===== config.mk =====
export PLATFORM = sky130hd
export DESIGN_NAME = spi_cmd_master
export DESIGN_NICKNAME = d
export VERILOG_FILES = /design/src/rtl/spi_cmd_master.sv
export SDC_FILE = /design/constraint.sdc
export NUM_CORES = 1
export LEC_CHECK = 0
export BUFFER_PORTS_ARGS = -buffer_cell sky130_fd_sc_hd__buf_2
export CAP_MARGIN = 30
export CORE_MARGIN = 5
export CORE_UTILIZATION = 40
export DETAILED_ROUTE_END_ITERATION = 16
export PLACE_DENSITY_LB_ADDON = 0.05
export SLEW_MARGIN = 20
export SYNTH_ARGS = -nofsm -noshare
export SYNTH_HDL_FRONTEND = slang
export SYNTH_SLANG_ARGS = --single-unit

===== constraint.sdc =====
create_clock -name HCLK -period 2.07 [get_ports HCLK]
set_clock_uncertainty 0.2 [all_clocks]
set_input_delay 0.1035 -clock HCLK [delete_from_list [all_inputs] [get_ports HCLK]]
set_output_delay 0.1035 -clock HCLK [all_outputs]
set_load 0.005 [all_outputs]

===== src/rtl/spi_cmd_master.sv =====
// spi_cmd_master: serialises write-FIFO command entries as SPI mode-0 frames and pushes read responses
module spi_cmd_master #(
    parameter int unsigned CLK_DIV = 4
) (
    input  logic        HCLK,
    input  logic        HRESETn,
    input  logic [40:0] DATA_from_WriteFIFO,
    output logic        WriteFIFO_rd_en,
    input  logic        WriteFIFO_empty,
    output logic [31:0] DATA_to_ReadFIFO,
    output logic        ReadFIFO_wr_en,
    input  logic        ReadFIFO_full,
    output logic        SCLK,
    output logic        MOSI,
    input  logic        MISO,
    output logic        SS_n,
    output logic        busy
);
    typedef enum logic [2:0] {IDLE, POP, LOAD, SETUP, SHIFT, HOLD, PUSH} state_t;
    localparam logic [7:0] DIV_LAST = 8'(CLK_DIV - 1);
    state_t      state_q, state_d;
    logic [40:0] tx_q, tx_d;
    logic [31:0] rx_q, rx_d;
    logic [5:0]  cnt_q, cnt_d;
    logic [7:0]  div_q, div_d;
    logic        rw_q, rw_d, sclk_q, sclk_d, mosi_q, mosi_d, ss_n_q, ss_n_d, rd_en_q, rd_en_d;
    logic        phase_end;
    assign WriteFIFO_rd_en  = rd_en_q;
    assign DATA_to_ReadFIFO = rx_q;
    assign ReadFIFO_wr_en   = state_q == PUSH && !ReadFIFO_full;
    assign SCLK             = sclk_q;
    assign MOSI             = mosi_q;
    assign SS_n             = ss_n_q;
    assign busy             = state_q != IDLE;
    // next-state: SETUP, each SCLK phase and HOLD all last CLK_DIV cycles; SHIFT starts with a low phase
    always_comb begin
        state_d   = state_q;
        tx_d      = tx_q;
        rx_d      = rx_q;
        cnt_d     = cnt_q;
        div_d     = div_q;
        rw_d      = rw_q;
        sclk_d    = sclk_q;
        phase_end = div_q == DIV_LAST;
        case (state_q)
            IDLE: if (!WriteFIFO_empty) state_d = POP;
            POP: state_d = LOAD;
            LOAD: begin
                tx_d    = DATA_from_WriteFIFO;
                rw_d    = DATA_from_WriteFIFO[40];
                rx_d    = '0;
                cnt_d   = '0;
                div_d   = '0;
                sclk_d  = 1'b0;
                state_d = SETUP;
            end
            SETUP: begin
                div_d = phase_end ? 8'd0 : div_q + 8'd1;
                if (phase_end) state_d = SHIFT;
            end
            SHIFT: begin
                div_d = phase_end ? 8'd0 : div_q + 8'd1;
                if (phase_end) begin
                    sclk_d = !sclk_q;
                    if (!sclk_q) rx_d = {rx_q[30:0], MISO};
                    else begin
                        cnt_d = cnt_q + 6'd1;
                        if (cnt_q < 6'd40) tx_d = {tx_q[39:0], 1'b0};
                        else state_d = HOLD;
                    end
                end
            end
            HOLD: begin
                div_d = phase_end ? 8'd0 : div_q + 8'd1;
                if (phase_end) state_d = rw_q ? IDLE : PUSH;
            end
            PUSH: if (!ReadFIFO_full) state_d = IDLE;
            default: state_d = IDLE;
        endcase
        ss_n_d  = !(state_d inside {SETUP, SHIFT, HOLD});
        mosi_d  = !ss_n_d && tx_d[40];
        rd_en_d = state_d == POP;
    end
    // state and SPI pin registers; reset aborts any frame in flight
    always_ff @(posedge HCLK) begin
        if (!HRESETn) begin
            state_q <= IDLE;
            tx_q    <= '0;
            rx_q    <= '0;
            cnt_q   <= '0;
            div_q   <= '0;
            rw_q    <= 1'b0;
            sclk_q  <= 1'b0;
            mosi_q  <= 1'b0;
            ss_n_q  <= 1'b1;
            rd_en_q <= 1'b0;
        end else begin
            state_q <= state_d;
            tx_q    <= tx_d;
            rx_q    <= rx_d;
            cnt_q   <= cnt_d;
            div_q   <= div_d;
            rw_q    <= rw_d;
            sclk_q  <= sclk_d;
            mosi_q  <= mosi_d;
            ss_n_q  <= ss_n_d;
            rd_en_q <= rd_en_d;
        end
    end
endmodule


* Yosys cells after proc, flatten, opt, wreduce, memory -nomap -nowiden
Index checks and enable logic that the tools add are counted. Widths: inputs -> output; s select.
Word-level totals: bits in registers 95, input bits 46
Operators by class: $add $sub $neg 2, magnitude comparators 1, equality and inequality tests 15, multiplexer cells 23, reduce and logical (&&, ||, !) cells 15
Operators by type and width (count):
- $mux 41 | 3
- $pmux 41 s2 | 1
- $mux 32 | 2
- $pmux 32 s2 | 1
- $mux 3 | 8
- $pmux 3 s7 | 1
- $pmux 8 s2 | 1
- $eq 3x3->1 const B | 5
- $mux 6 | 2
- $pmux 6 s2 | 1
- $eq 3x2->1 const B | 3
- $add 8x1->8 const B | 1
- $eq 8x2->1 const B | 1
- $mux 8 | 1
- $ne 2x2->1 const B | 4
- $add 6x1->6 const B | 1
- $eq 3x1->1 const B | 2
- $lt 6x6->1 const B | 1
- $reduce_and 3->1 | 2
- $reduce_bool 3->1 | 2
- $reduce_and 4->1 | 1
- $reduce_bool 2->1 | 2
- $logic_not 1->1 | 3
- $logic_not 3->1 | 1
- other kinds (5) | 6

* Longest topological paths before layout
Gate-level depths: netlist of the first run.
depth in word-level cells 8, depth in mapped cells 9, depth with buffers taken out 6

* Worst setup path after synthesis of the first run
Ideal clock, no wire load.
path kind register to register, start reg div_q[0], end reg tx_q[21], arrival 1647 ps, data required time 1747 ps, path slack 100 ps, stages on the path, launching flop included 10, path buffers 3, cells stage by stage dfxtp_1 ha_1 nor4b_4 and4_1 buf_4 a21oi_2 buf_6 buf_6 nand2_1 a21boi_1
On the way: word-level cells in the longest chain between the ends 3
Ends and longest elaborated chain:
- start, declared | line 25 | logic [7:0] div_q, div_d;
- start signal, assigned | line 102 | div_q <= div_d;
- $eq 8x2->1 | line 44 | phase_end = div_q == DIV_LAST;
- $ne 2x2->1 (no source line)
- $reduce_and 4->1 (no source line)
- end signal, assigned | line 99 | tx_q <= tx_d;
- end, declared | line 22 | logic [40:0] tx_q, tx_d;
No other way between the ends. A chain may end at the register's enable or synchronous reset.

* Final worst setup path of the first run
start reg state_q[2], end reg tx_q[13]
On the way: word-level cells in the longest chain between the ends 3
Ends and longest elaborated chain:
- start, declared | line 21 | state_t state_q, state_d;
- start signal, assigned | line 98 | state_q <= state_d;
- $eq 3x3->1 or $eq 3x2->1 (tied branches) | line 45 | case (state_q)
- $ne 2x2->1 (no source line) or $reduce_bool 2->1 (tied branches)
- $reduce_and 4->1 (no source line)
Parallel ways exist; a longest one is shown, timed or not.

==> results of run 1 <==
==> synthesized netlist by cell type, types with 2 or more instances <==
cell       instances
nor2_1            14
clkbuf_1          18
and2_1             5
nand3_1           35
nor3_4             2
ha_1               2
and3_1             7
buf_2              9
dfxtp_1           95
or3_1              2
a21boi_0          12
a22oi_1           40
a21boi_1          69
nand4_1            4
xor2_1             4
o2bb2ai_1          2
nor2b_1            5
o21ai_0           10
nand2b_1           3
and3b_1            2
buf_6             10
or3b_2             4
nand2_1           84
==> layer usage <==
layer,share of wire,global-route usage
met1,0.47,0.2162
met3,0.040,0.04385
met4,0.011,0.04087
met5,0,0
met2,0.48,0.2883
==> worst max path at each step <==
stage | slack (ns) | to | start | cells after the start
6_report | 0.02 | tx_q[13] | state_q[2] | 8
3_5_place_dp | -0.14 | DATA_to_ReadFIFO[0] | state_q[1] | 7
3_3_place_gp | -0.23 | tx_q[35] | state_q[1] | 5
2_1_floorplan | 0.1 | tx_q[21] | div_q[0] | 9
5_1_grt | -0.04 | tx_q[30] | state_q[2] | 8
4_1_cts | 0.009 | tx_q[0] | div_q[1] | 8
==> cells by family after synthesis <==
kind of cell	Yosys count	synth area share
compound gates	147	0.2633
xor+xnor	5	0.01031
fa+ha+maj	2	0.005890
buf+inv	40	0.05655
flops	95	0.4477
mux	1	0.002357
simple gates	179	0.2138
==> repair_timing <==
item                                    CTS  global route
gates cloned                              0            10
endpoints found under the setup margin   58            76
resized for setup                         3            18
setup buffers                             0            15
hold endpoints to repair                 44             0
hold buffers                             44             0
pin swaps                                 0            28
==> state kept, by name, summed over array words and instances, names as in the netlist <==
| name | flops |
|---|---|
| DATA_to_ReadFIFO | 32 |
| MOSI | 1 |
| SCLK | 1 |
| SS_n | 1 |
| WriteFIFO_rd_en | 1 |
| cnt_q | 6 |
| div_q | 8 |
| rw_q | 1 |
| state_q | 3 |
| tx_q | 41 |
==> cell usage in the layout (no fill, tap or decap), types with 4 or more instances in the layout <==
cell type	Yosys	final
nand2_1	84	84
nand4_1	4	4
xor2_1	4	4
a22oi_1	40	37
dfxtp_1	95	92
or3b_2	4	4
and3_1	7	7
o21ai_0	10	10
buf_12	0	6
buf_6	10	6
buf_2	9	84
a21boi_1	69	73
a21boi_0	12	8
clkbuf_8	0	10
nor2_1	14	14
nor2b_1	5	5
nand3_1	35	35
inv_6	0	4
dlygate4sd3_1	0	44
buf_4	1	38
and2_1	5	4
clkbuf_16	0	6
==> through the flow <==
stage / hold slack [ns] / instance area, µm² / setup TNS, ns / std cells / power (µW)
6_report: 0.05879 / 5961 / 0 / 768 / 3879
5_1_grt: 0.1311 / 5961 / -1.134 / 768 / 4051
3_5_place_dp: 0.1670 / 4918 / -3.857 / 683 / 2454
3_3_place_gp: 0.1781 / 4891 / -10.65 / 682 / 2432
4_1_cts: 0.05090 / 5574 / 0 / 743 / 3843
2_1_floorplan: 0.04842 / 4248 / 0 / 469 / 2284
==> final cells by class <==
class / count / area (µm²)
Fill cell: 953 / 4363
Multi-Input combinational cell: 334 / 2156
Sequential cell: 95 / 1906
Timing Repair Buffer: 185 / 1511
Tap cell: 136 / 170.2
Clock buffer: 10 / 137.6
Clock inverter: 6 / 72.57
Inverter: 2 / 7.507
==> power by group <==
group	internal, µW	switching [µW]
clock	610	710
combinational	328	290
sequential	1900	45.7
==> worst register-to-register path, cell delays in order (launching register included) <==
cell and delay [ns]:
dfxtp_2 0.35, buf_6 0.12, or3b_4 0.42, buf_6 0.15, nor3_4 0.21, buf_12 0.16, buf_6 0.17, a22oi_1 0.08
a21boi_1 0.13
==> summary.txt, run 1 <==
STA
  – Final Hold Fails: 0
  – Max Slew Vio Count: 0
  – FMAX: 488.1 MHz
  – Final setup fails: 0
  – Fin crit period: 2.049 ns
  – Relative slew slack: 0.6797
  – Tightest Pin Transition: 0.4805 ns
  – Setup ws final: 0.02132 ns
  – Unrepaired setup endpoints after global routing: true
  – Fin crit share: 0.9897

Logic synthesis
  – Synth Flop Type: dfxtp_1
  – Synthesized Nets: 517
  – Area contributors post-synth: dfxtp_1 45%, a21boi_1 12%, nand2_1 7.4%
  – Post-synth cell types: 54
  – Seq/Total Area, Yosys: 0.4477
  – Number of flops mapped to enable cells by yosys: 0
  – Synth top area share: 0.4477
  – Flops & latches, synth: 95
  – Warnings from Yosys: 0
  – Mapped cell area: 4248 µm²
  – Asr flop ratio synth: 0
  – Dominant cell type by area after synthesis: dfxtp_1
  – Avg Inst Size Synth: 9.057 µm²
  – Cells after Synth: 469

Power and ir drop
  – PD cells: 650.7 nW/µm²
  – P_leak: 0.002389 µW
  – Peak supply drop: 444.4 µV

Run
  – Max cap viols: 0

Worst setup path
  – Crit path DAT: 2.15 ns
  – Critical path, cell by cell: buf_6, or3b_4, buf_6, nor3_4, buf_12, buf_6, a22oi_1, a21boi_1
  – CP top delay family: simple AND/OR/NAND/NOR gates
  – Startpoint types: flip-flop
  – CP most frequent cell: buf_6
  – CP required: 2.17 ns
  – Reg2reg setup slack: 0.02 ns
  – Worst R2R Path Depth: 8
  – Setup CP Type: reg2reg
  – CP Max Fanout: 10
  – Crit Reg-Reg Endpoint: tx_q[13]
  – Worst path slowest cell: or3b_4
  – CP Buf/Inv Count: 4
  – Slowest stage delay, CP: 0.42 ns
  – R2r startpoint: state_q[2]
  – CP endpoint kind: flip-flop

CTS
  – Clk Latency, worst-skew pair: 0.37 ns
  – Clk root buf: clkbuf_8
  – CTS Buf Count: 9
  – Clk sinks: 95
  – H-Tree Depth: 3
  – TritonCTS clock tree: yes
  – Worst-path clk slew: 0.10 ns
  – Clock Tree Buf Depth: 2

Placement
  – Place WS: -0.1359 ns
  – Global placement routability congestion: 0.7891
  – Input/output buffers: 83
  – Post-DP HPWL: 7039 µm

Route
  – Vias: 3983
  – DRC: 0
  – Remaining antenna violation count: 0
  – Routed length per placed instance: 15.33 µm
  – Avg Vias per Cell: 5.186
  – DRT iter0 DRCs: 156
  – DRT Pass-1 Iters: 4
  – Final wirelength: 11780 µm

Floorplan
  – IO Count: 84
  – Area of the die: 12780 µm²
  – Initial core utilization: 0.4115
  – Die Wd: 113.1 µm
  – Row cnt: 37
  – Core Area: 10320 µm²
  – Chip height: 113.1 µm

Final layout
  – Share of cells above drive strength 1: 0.2927
  – N_diodes: 0
  – Area growth from synthesis to layout: 40.32%
  – NumNets Final: 675
  – Post-layout util: 0.5774

Min path
  – Hold crit path type: in2reg
  – Hold Crit Start: WriteFIFO_empty
  – Hold path depth: 5
  – Worst hold endpoint: state_q[0]

Global route
  – Total track usage: 0.1698
  – Pin count of the biggest net entering global routing: 41
  – GR Overflow Total: 0
  – Initial antenna violation count: 0
  – First-pass GRT wire length: 17900 µm
  – Vias in the first global route: 3724

Status
  – Status: finished clean
No activity file was read; power rests on OpenSTA's default activity.
==> run 2: changes to the inputs <==
--- a/config.mk
+++ b/config.mk
@@ -5,12 +5,13 @@
 export SDC_FILE = /design/constraint.sdc
 export NUM_CORES = 1
 export LEC_CHECK = 0
-export BUFFER_PORTS_ARGS = -buffer_cell sky130_fd_sc_hd__buf_2
+export BUFFER_PORTS_ARGS = -buffer_cell sky130_fd_sc_hd__buf_4
 export CAP_MARGIN = 30
 export CORE_MARGIN = 5
 export CORE_UTILIZATION = 40
 export DETAILED_ROUTE_END_ITERATION = 16
 export PLACE_DENSITY_LB_ADDON = 0.05
+export RECOVER_POWER = 100
 export SLEW_MARGIN = 20
 export SYNTH_ARGS = -nofsm -noshare
 export SYNTH_HDL_FRONTEND = slang
==> run 2 against run 1 <==
Against the previous run:
- critical path depth shrank 1
- die area unchanged
- via count down 2.8%
- critical path type unchanged
- critical endpoint is now div_q[5]
- highest routed layer unchanged
==> summary.txt, run 2 (synthesis gave the netlist of run 1 again) <==
Route
  – Remaining antenna violation count: 0
  – DRT iter0 DRCs: 204
  – DRC: 0
  – Avg Vias per Cell: 5.168
  – Vias: 3871
  – Routed length per placed instance: 14.74 µm
  – Final wirelength: 11040 µm
  – DRT Pass-1 Iters: 5

CTS
  – Clk Latency, worst-skew pair: 0.35 ns
  – Clk root buf: clkbuf_8
  – Worst-path clk slew: 0.09 ns
  – TritonCTS clock tree: yes
  – H-Tree Depth: 3
  – CTS Buf Count: 9
  – Clock Tree Buf Depth: 2
  – Clk sinks: 95

Floorplan
  – IO Count: 84
  – Area of the die: 12780 µm²
  – Core Area: 10320 µm²
  – Chip height: 113.1 µm
  – Die Wd: 113.1 µm
  – Row cnt: 37
  – Initial core utilization: 0.4115

Global route
  – GR Overflow Total: 0
  – Vias in the first global route: 3872
  – Pin count of the biggest net entering global routing: 56
  – Total track usage: 0.1705
  – Initial antenna violation count: 0
  – First-pass GRT wire length: 18260 µm

Worst setup path
  – Setup CP Type: reg2reg
  – CP endpoint kind: flip-flop
  – CP required: 2.13 ns
  – Crit path DAT: 2.06 ns
  – Worst Setup SP: div_q[0]
  – R2r startpoint: div_q[0]
  – Startpoint types: flip-flop
  – CP Max Fanout: 13

STA
  – Relative slew slack: 0.7147
  – Max Slew Vio Count: 0
  – Fin crit share: 0.9641
  – Tightest Pin Transition: 0.4264 ns
  – Fin crit period: 1.996 ns
  – FMAX: 501.1 MHz
  – Final setup fails: 0
  – Final Hold Fails: 0
  – Worst hold slack: 0.1056 ns
  – TNS Setup: 0 ns

Placement
  – Cells after DPL: 679
  – Global placement routability congestion: 0.8689
  – Input/output buffers: 83
  – Post-DP HPWL: 6743 µm

Final layout
  – Max FFs per register: 41
  – Post-layout util: 0.5719
  – Final Non-Filler Cells: 749
  – Most frequent cells in the layout: 90 x dfxtp_1, 84 x nand2_1, 74 x buf_4
  – Commonest non-fill, non-tap cell in the layout: dfxtp_1
  – Area growth from synthesis to layout: 39.00%
  – N_diodes: 0
  – Top reg by flops: tx_q
  – Share of cells above drive strength 1: 0.2610
  – NumNets Final: 657

Power and ir drop
  – Peak supply drop: 366.3 µV
  – P_leak: 0.002255 µW
  – PD cells: 633.6 nW/µm²
  – Total power: 3741 µW

Min path
  – Hold Crit Start: WriteFIFO_empty
  – Hold crit path type: in2reg

Status
  – Status: finished clean

Run
  – Max cap viols: 0
-- run 2: changes by cell type in the layout (fill, tap and decap cells not counted), sizes merged --
cell / previous run / this run
clkbuf: 16 / 51
buf: 135 / 82
clkinv: 0 / 2
clkinvlp: 1 / 0
inv: 6 / 4
-- run 2: timing repair --
item,CTS,global route
endpoints found under the hold margin,69,0
resized for setup,0,15
endpoints found under the setup margin,0,48
setup buffers,0,8
hold buffers,44,0
-- run 2: final cells by class --
| type | instances | area [µm²] |
|---|---|---|
| clock inverter | 5 | 57.56 |
| timing repair buffer | 167 | 1486 |
| sequential | 95 | 1913 |
| clock buffer | 10 | 127.6 |
| multi-input combinational | 334 | 2142 |
| tap | 136 | 170.2 |
| inverter | 2 | 7.507 |
| fill | 955 | 4419 |
-- run 2: final timing paths --
kind	end	slack [ns]	cells past startpoint
max	div_q[5]	0.07	7
min	state_q[0]	0.11	5
max reg2reg	div_q[5]	0.07	7
min reg2reg	tx_q[34]	0.25	2
-- run 2: metal layers --
metal / vias up / share of wire / global-route usage
met3: 9 / 0.044 / 0.04545
met1: 1844 / 0.46 / 0.2181
met4: 0 / 0.0095 / 0.04728
met2: 79 / 0.49 / 0.2840
li1: 1939 / - / -
met5: - / 0 / 0
-- run 2: metrics by stage --
step                      worst slack [ns]  instance area, µm²
after global placement             0.07192                5126
after global routing             -0.007182                5904
after detailed placement           0.05496                5126
after floorplan                    0.09973                4248
after CTS                          0.01853                5752
final                              0.07439                5904
-- run 2: power by group --
group,total (µW),switching (µW),internal (µW)
Clock,1190,637,558
Sequential,1940,44.4,1900
Combinational,607,281,326
Total,3740,962,2780
-- run 2: critical path, cell delays in order, from the launching register on --
cell,delay (ns)
dfxtp_2,0.35
ha_4,0.16
nor4b_4,0.13
buf_4,0.16
o2bb2ai_1,0.12
buf_4,0.17
or3b_2,0.43
a21boi_0,0.19
